==> src/rtl/backend_types.sv <==
// Shared backend types: reservation-station entry layout, branch tag width
// and integer issue queue depth.
package backend_types;

  localparam int INT_ISSUE_DEPTH = 4;
  localparam int BR_TAG_WIDTH    = 2;
  localparam int MAX_BR          = 1 << BR_TAG_WIDTH;

  typedef struct packed {
    logic [7:0]        opcode;
    logic [5:0]        pdst;
    logic [5:0]        prs1;
    logic [5:0]        prs2;
    logic [MAX_BR-1:0] branch_mask;
  } res_entry_t;

endpackage

==> src/rtl/issue_select_pkg.sv <==
// Helpers for issue_select, built only on backend_types.
package issue_select_pkg;
  import backend_types::*;

  // A resolved-clean branch no longer guards the micro-op.
  function automatic res_entry_t clear_branch(input res_entry_t e,
                                              input logic en,
                                              input logic [BR_TAG_WIDTH-1:0] tag);
    res_entry_t r;
    r = e;
    if (en) r.branch_mask[tag] = 1'b0;
    return r;
  endfunction

  function automatic logic branch_hit(input res_entry_t e,
                                      input logic [BR_TAG_WIDTH-1:0] tag);
    return e.branch_mask[tag];
  endfunction

endpackage

==> src/rtl/issue_select_age_matrix.sv <==
// age_matrix: oldest-first grant among requesting RS entries.
// Define ISSUE_SELECT_AGE_EN to enable the age matrix; otherwise lowest index wins.
module age_matrix #(
  parameter int DEPTH      = 4,
  parameter int ADDR_WIDTH = $clog2(DEPTH)
) (
  input  logic                  clk,
  input  logic                  rst,
  input  logic                  alloc_valid,
  input  logic [ADDR_WIDTH-1:0] alloc_idx,
  input  logic [DEPTH-1:0]      req,
  output logic [DEPTH-1:0]      grant
);

  logic [DEPTH-1:0] cand;
  logic             found;

`ifdef ISSUE_SELECT_AGE_EN
  logic [DEPTH-1:0] age [DEPTH];

  // A new entry is younger than every resident entry; stale rows of freed
  // entries are masked by req, so they are never cleaned up.
  always_ff @(posedge clk) begin
    if (rst) begin
      for (int r = 0; r < DEPTH; r++) age[r] <= '0;
    end else if (alloc_valid) begin
      for (int r = 0; r < DEPTH; r++) begin
        if (ADDR_WIDTH'(r) == alloc_idx) age[r] <= '0;
        else                             age[r][alloc_idx] <= 1'b1;
      end
    end
  end

  always_comb begin
    cand = req;
    for (int i = 0; i < DEPTH; i++) begin
      for (int j = 0; j < DEPTH; j++) begin
        if (req[j] && age[j][i]) cand[i] = 1'b0;
      end
    end
  end
`else
  logic unused_age_inputs;
  assign unused_age_inputs = ^{clk, rst, alloc_valid, alloc_idx};
  assign cand = req;
`endif

  // Lowest-index pick keeps the grant one-hot even if ages tie.
  always_comb begin
    grant = '0;
    found = 1'b0;
    for (int i = 0; i < DEPTH; i++) begin
      if (cand[i] && !found) begin
        grant[i] = 1'b1;
        found    = 1'b1;
      end
    end
  end

endmodule

==> src/rtl/issue_select.sv <==
// issue_select: picks one ready RS entry per cycle into a single issue register.
// ISSUE_SELECT_AGE_EN selects oldest-first arbitration inside age_matrix.
module issue_select
  import backend_types::*;
  import issue_select_pkg::*;
#(
  parameter int DEPTH      = INT_ISSUE_DEPTH,
  parameter int ADDR_WIDTH = $clog2(DEPTH)
) (
  input  logic                    clk,
  input  logic                    rst,
  input  logic                    alloc_valid,
  input  logic [ADDR_WIDTH-1:0]   alloc_idx,
  input  logic [DEPTH-1:0]        req,
  input  res_entry_t              rs_rdata,
  output logic                    ren,
  output logic [ADDR_WIDTH-1:0]   raddr,
  output logic                    iss_valid,
  output res_entry_t              iss_data,
  input  logic                    iss_ready,
  input  logic                    br_broadcast,
  input  logic                    br_clean,
  input  logic                    br_kill,
  input  logic [BR_TAG_WIDTH-1:0] br_tag
);

  logic [DEPTH-1:0]      grant;
  logic [ADDR_WIDTH-1:0] win_idx;
  logic                  has_winner;
  logic                  can_accept;
  logic                  do_clean;
  logic                  kill_cap;
  logic                  kill_held;
  res_entry_t            cap_data;
  res_entry_t            held_data;

  age_matrix #(
    .DEPTH      (DEPTH),
    .ADDR_WIDTH (ADDR_WIDTH)
  ) u_age_matrix (
    .clk         (clk),
    .rst         (rst),
    .alloc_valid (alloc_valid),
    .alloc_idx   (alloc_idx),
    .req         (req),
    .grant       (grant)
  );

  always_comb begin
    win_idx = '0;
    for (int i = 0; i < DEPTH; i++) begin
      if (grant[i]) win_idx = win_idx | ADDR_WIDTH'(i);
    end
  end

  assign has_winner = |grant;
  assign can_accept = !iss_valid || iss_ready;
  assign ren        = !rst && has_winner && can_accept;
  assign raddr      = ren ? win_idx : '0;

  // Kill never blocks the read: the RS slot is freed and the kill only
  // suppresses the valid bit of whatever lands in the issue register.
  assign do_clean  = br_broadcast && br_clean;
  assign cap_data  = clear_branch(rs_rdata, do_clean, br_tag);
  assign held_data = clear_branch(iss_data, do_clean, br_tag);
  assign kill_cap  = br_broadcast && br_kill && branch_hit(rs_rdata, br_tag);
  assign kill_held = br_broadcast && br_kill && branch_hit(iss_data, br_tag);

  always_ff @(posedge clk) begin
    if (rst) begin
      iss_valid <= 1'b0;
      iss_data  <= '0;
    end else if (ren) begin
      iss_valid <= !kill_cap;
      iss_data  <= cap_data;
    end else begin
      iss_valid <= iss_valid && !iss_ready && !kill_held;
      iss_data  <= held_data;
    end
  end

endmodule

==> config.mk <==
export PLATFORM = sky130hd
export DESIGN_NAME = issue_select
export DESIGN_NICKNAME = d
export VERILOG_FILES = /design/src/rtl/backend_types.sv /design/src/rtl/issue_select_pkg.sv /design/src/rtl/issue_select_age_matrix.sv /design/src/rtl/issue_select.sv
export SDC_FILE = /design/constraint.sdc
export NUM_CORES = 1
export LEC_CHECK = 0
export BUFFER_PORTS_ARGS = -buffer_cell sky130_fd_sc_hd__buf_2
export CAP_MARGIN = 20
export CORE_MARGIN = 2
export CORE_UTILIZATION = 43
export DETAILED_ROUTE_END_ITERATION = 8
export PLACE_DENSITY_LB_ADDON = 0.12
export RECOVER_POWER = 100
export SLEW_MARGIN = 10
export SYNTH_ARGS = -nofsm -noshare
export SYNTH_HDL_FRONTEND = slang
export SYNTH_HIERARCHICAL = 1
export SYNTH_SLANG_ARGS = --single-unit
==> constraint.sdc <==
create_clock -name clk -period 2.18 [get_ports clk]
set_clock_uncertainty 0.15 [all_clocks]
set_input_delay 0.109 -clock clk [delete_from_list [all_inputs] [get_ports clk]]
set_output_delay 0.109 -clock clk [all_outputs]
set_load 0.02 [all_outputs]
==> impl_metrics.ini, run 1 <==
[setup_path]
max_stage_delay_ps = 590
startpoint_type = input pin
crit_start = req[3]
path_max_fanout = 10
worstPathCellList = buf_2 > nor4b_2 > or4_4 > nand3_2 > inv_2 > a2111oi_2 > dlygate4sd3_1
reg2reg_from = iss_valid
cp-endpoint = iss_data[0]
worstSetupEndpointType = flop
worst-setup-path-type = input pin to flop
required_ps = 2310
ff2ff_path_depth = 5
r2r_slack_ps = 150
worst_path_max_delay_cell = dlygate4sd3_1
r2r-end = iss_data[0]
cp_data_arrival_time_ps = 2200

[power_and_ir_drop]
p_comb_share_pct = 26.4
cellPowerDensity_nw_per_um2 = 600
power_w = 0.00130
ir_drop_v = 0.000414
p_sw_w = 0.000420
seqPwrFrac_pct = 49.6
internal_power_w = 0.000883
power.leakage_nw = 0.969
power_frac_clock_pct = 24.0
p_sw_share_pct = 32.2

[sta]
setup_violations = 0
hold_viol = 1
rsz0062_at_grt = no
slew_headroom_pct = 64.3
tns_ps = 0
period_share_pct = 95.0
tightest_slew_ps = 535
fin_crit_ps = 2070
max_freq_mhz = 483
maxSlewViolCount = 0
fin_ws_ps = 110
hold_ws_ps = -5.07

[die]
core.rowCount = 20
start_util_pct = 45.6
die_w_um = 61.1
ios = 79
fp.coreArea_um2 = 3080
dieArea_um2 = 3730
dieHeight_um = 61.1

[route]
ant_nets = 0
drt_drc_violations_left = 0
routed-via-count = 1612
vias_per_cell = 5.09
routed_wl_um = 4380
first_iter_violations = 92
routedWlPerCell_um = 13.8
dr.pass1.iters = 4

[placement]
place_ws_ps = 338
numPlacedInstances = 275
dp_hpwl_um = 2720
port_buffers = 75
routabilityCongestion = 0.930

[finish]
regArea_um2 = 621
multiInputGateArea_um2 = 611
fin_cells = 317
nNetsFinal = 317
n_antenna_cell = 0
fillCellCount = 288
areaGrowthSynthToFinish_pct = 54.9
drive_above_1_share_pct = 22.7

[logic_synthesis]
ys.flop_type = dfxtp_1
syn_inst = 164
ys_ff_latch = 31
syn_nets = 209
avgSynthCellArea_um2 = 8.55
synth.top_cell.area_share_pct = 44.2
yosys_warnings = 6
synth_edf_count = 0
synthTopCellsByArea = dfxtp_1, o211ai_1, o21ai_0
yosysMostFrequentCell = dfxtp_1
synth_top_cell_by_area = dfxtp_1
ys_top_cells_by_count = dfxtp_1, inv_1, o211ai_1, o21ai_0, clkbuf_1
async_flop_share_pct = 0
synth.distinct_cells = 29
yosysSeqAreaShare_pct = 44.2
syn_area_um2 = 1400

[hold_path]
hold_start = rs_rdata[3]
hold_path_class = input pin to flop

[global_routing]
grt_max_degree = 30
grt.overflow.total = 0
grt_util_all_layers_pct = 24.7
grt_pass1_vias = 1615
grt_pass1_wl_um = 6710
antenna_found_initial = 0

[run_status]
violations = negative hold slack
status = complete, but fails checks

[clock_network]
cts.sinks = 31
clockBufferDepth = 2
cts_tree = yes
cts-root-buf = clkbuf_4
cts_made_buffers = 5
h-tree-depth = 2
clk_latency_ps = 330
clk_pin_slew_worst_paths_ps = 90

[job]
max_cap_viol_count = 0
metrics by stage:
| stage | cell area [um2] | utilization [%] |
|---|---|---|
| 6_report | 2170 | 70.6 |
| 5_1_grt | 2170 | 70.6 |
| 4_1_cts | 2220 | 72.2 |
| 3_5_place_dp | 1820 | 59.2 |
| 3_3_place_gp | 1820 | 59.2 |
| 2_1_floorplan | 1400 | - |
repair_timing:
item                       4_1_cts  5_1_grt
setup endpoints to repair        0        2
hold buffers                    35        0
hold endpoints to repair        31        0
setup buffers                    0        0
resized for setup                0        2
sequential cells by signal (all words and copies together), names as in the netlist:
signal,count
iss_data,30
iss_valid,1
worst min path at each step:
stage | to | slack [ps] | cells after the start
2_1_floorplan | iss_data[10] | 100 | 2
3_3_place_gp | iss_data[12] | 210 | 3
3_5_place_dp | iss_data[28] | 220 | 3
4_1_cts | iss_valid | 50 | 4
5_1_grt | iss_data[3] | 3 | 3
6_report | iss_data[3] | -5 | 3
metal layers:
layer  global-route usage (%)  part of all wire, %  up-vias
met1                     25.1                   39      751
met2                     46.7                   53       56
met3                     7.14                  5.5        9
li1                         -                    -      796
met4                     9.94                  1.8        0
met5                        0                    0        -
final cells by class:
| cell class | count | share of cell area [%] |
|---|---|---|
| timing repair buffer | 115 | 33.1 |
| inverter | 31 | 5.36 |
| clock buffer | 7 | 2.07 |
| multi-input combinational | 88 | 28.1 |
| clock inverter | 1 | 0.230 |
| sequential | 31 | 28.6 |
| tap | 44 | 2.53 |
critical path: cells and delay by family:
| family | cells | cell delay (ps) |
|---|---|---|
| buffers and inverters | 3 | 770 |
| AOI/OAI and AO/OA | 1 | 360 |
| and+or+nand+nor | 3 | 940 |
cells by family (layout without fill, tap and decap cells):
logic type             Yosys count  in the layout  synth area share (%)
flip-flops                      31             31                  44.2
buffers and inverters           45            154                  13.0
multiplexers                     4              4                  2.85
AO/OA/AOI/OAI                   63             63                  30.0
AND/OR/NAND/NOR                 21             21                  9.90
placed cells by master, fill, tap and decap left out, drive strengths merged, types with 2 or more instances in the layout:
cell / instances
buf: 45
clkbuf: 43
dlygate4sd3: 34
dfxtp: 31
inv: 31
o211ai: 26
o21ai: 26
nor2: 4
nor3: 4
a31oi: 4
mux2i: 4
nor4: 3
a2111oi: 3
o22ai: 2
nand3: 2
nor2b: 2
power by group through the flow:
stage                     logic (W)  clock network [W]  registers (W)
after floorplan            0.000121                  0       0.000717
after global placement     0.000297                  0       0.000654
after detailed placement   0.000305                  0       0.000658
after CTS                  0.000358           0.000329       0.000645
after global routing       0.000374           0.000355       0.000652
final                      0.000344           0.000312       0.000646
Note: power is estimated with default switching activity, not from simulation.
==> run 2, diff against run 1 <==
- BUFFER_PORTS_ARGS: -buffer_cell sky130_fd_sc_hd__buf_2 -> default
- CORE_UTILIZATION: 43 -> 55
- DONT_BUFFER_PORTS: default -> 1
==> run 2 against run 1 <==
  * The flow still finishes with violations (negative hold slack)
  * Critical path depth shrank 2
  * Cell area fell by 11%
  * Combinational power decreased by 33%
  * First-iteration DRC count fell by 86%
  * Final cell count shrank 25%
  * Clock power grew 4%
  * Sequential cell count unchanged
  * Wire length down 11%
  * Sequential share of layout area rose by 3.4 points
  * Critical endpoint is now iss_data[3]
==> impl_metrics.ini, run 2 (synthesized netlist as in run 1, its figures left out) <==
[hold_path]
hold_start = br_broadcast
holdPathEnd = iss_data[1]
hold-path-cell-count = 3
hold_path_class = input pin to flop

[sta]
max_freq_mhz = 467
tns_ps = 0
setup_violations = 0
fin_crit_ps = 2140
rsz0062_at_grt = yes
hold_ws_ps = -0.830
hold_viol = 1
period_share_pct = 98.2
slew_headroom_pct = 57.5
tightest_slew_ps = 632
maxSlewViolCount = 0

[route]
routed_wl_um = 3880
drt_drc_violations_left = 0
dr.pass1.iters = 4
first_iter_violations = 13
routedWlPerCell_um = 16.4
ant_nets = 0
vias_per_cell = 5.81
routed-via-count = 1376

[finish]
layout_common_cells = dlygate4sd3_1, dfxtp_1, inv_1
reg_top3 = iss_data (30), iss_valid (1)
final_common_cell = dlygate4sd3_1
top_register = iss_data
multiInputGateArea_um2 = 623
stdcell_area_um2 = 1940
areaGrowthSynthToFinish_pct = 38.5
n_antenna_cell = 0
drive_above_1_share_pct = 10.1
nNetsFinal = 251
largest_reg_flops = 30
regArea_um2 = 621
fillCellCount = 161

[clock_network]
clk_pin_slew_worst_paths_ps = 110
cts_made_buffers = 5
clk_latency_ps = 350
cts.sinks = 31
clockBufferDepth = 2
h-tree-depth = 2
cts_setup_buffers = 0
cts_tree = yes
cts-root-buf = clkbuf_4

[job]
max_cap_viol_count = 0

[die]
fp.coreArea_um2 = 2450
ios = 79
dieHeight_um = 54.5
dieArea_um2 = 2970
start_util_pct = 57.1
core.rowCount = 18
die_w_um = 54.5

[setup_path]
ff2ff_path_depth = 4
max_stage_delay_ps = 680
worst-setup-path-type = input pin to flop
r2r-end = iss_data[2]
cp_data_arrival_time_ps = 2290
r2r_slack_ps = 160
required_ps = 2330
path_max_fanout = 8
worstSetupEndpointType = flop
startpoint_type = input pin
reg2reg_from = iss_valid
worst_path_max_delay_cell = dlygate4sd3_1
worstPathCellList = dlygate4sd3_1 > a41o_1 > dlygate4sd3_1 > nor3_1 > dlygate4sd3_1
cpMostUsedCell = dlygate4sd3_1

[run_status]
status = complete, but fails checks
violations = negative hold slack

[global_routing]
antenna_found_initial = 0
grt_util_all_layers_pct = 27.1
grt.overflow.total = 0
grt_pass1_wl_um = 5500
grt_max_degree = 31
grt_pass1_vias = 1209

[power_and_ir_drop]
power.leakage_nw = 0.820
cellPowerDensity_nw_per_um2 = 652
ir_drop_v = 0.000711

[placement]
dp_hpwl_um = 2240
routabilityCongestion = 0.905
port_buffers = 0
placed_area_um2 = 1450
-- run 2: cell count changes in the layout (fill, tap and decap cells not counted), moves of 2 or more --
cell / before / now
buf_2: 41 / 0
clkbuf_4: 7 / 5
clkbuf_1: 35 / 2
dlygate4sd3_1: 34 / 41
-- run 2: layout make-up --
| class | instances | area share (%) |
|---|---|---|
| Clock buffer | 7 | 2.32 |
| Timing Repair Buffer | 49 | 25.5 |
| Inverter | 31 | 5.99 |
| Multi-Input combinational cell | 88 | 32.1 |
| Clock inverter | 1 | 0.258 |
| Sequential cell | 31 | 31.9 |
| Tap cell | 30 | 1.93 |
-- run 2: layer usage --
metal  vias to the layer above  global-route usage, %  share of wire, %
met5                         -                      0                 0
met4                         0                   13.8               1.8
met3                         6                   10.4               8.1
met2                        71                   46.4                51
met1                       630                   29.0                39
li1                        669                      -                 -
-- run 2: worst max-delay path: cells and delay by family --
kind | cells | cell delay [ps]
simple gates | 1 | 130
buf+inv | 3 | 1790
compound gates | 1 | 250
-- run 2: report_power, final --
| part | leakage, nW | internal [W] | switching, W |
|---|---|---|---|
| combinational | 0.534 | 0.000115 | 0.000114 |
| sequential | 0.256 | 0.000617 | 0.0000972 |
| clock | 0.0293 | 0.000125 | 0.000199 |
-- run 2: stage by stage --
stage	util (%)	std cells	setup WS (ps)	power [W]
finish	79.2	237	39.4	0.00127
global route	79.2	237	-3.35	0.00133
CTS	77.8	236	28.2	0.00126
detailed placement	59.1	187	344	0.000878
global placement	59.1	187	391	0.000870
floorplan	-	164	478	0.000838
-- run 2: what timing repair did --
item                                    in CTS  in global routing
hold buffers                                41                  1
endpoints found under the hold margin       31                  4
gates resized for setup                      0                  5
endpoints found under the setup margin       0                  3
-- run 2: how the worst max path moves through the flow --
| stage | startpoint | endpoint | cells after the start |
|---|---|---|---|
| final | rst | iss_data[3] | 5 |
| after floorplan | req[3] | iss_data[0] | 6 |
| after global routing | rst | iss_data[2] | 6 |
| after detailed placement | req[1] | raddr[1] | 6 |
| after CTS | iss_valid | iss_data[2] | 4 |
| after global placement | req[1] | raddr[1] | 6 |
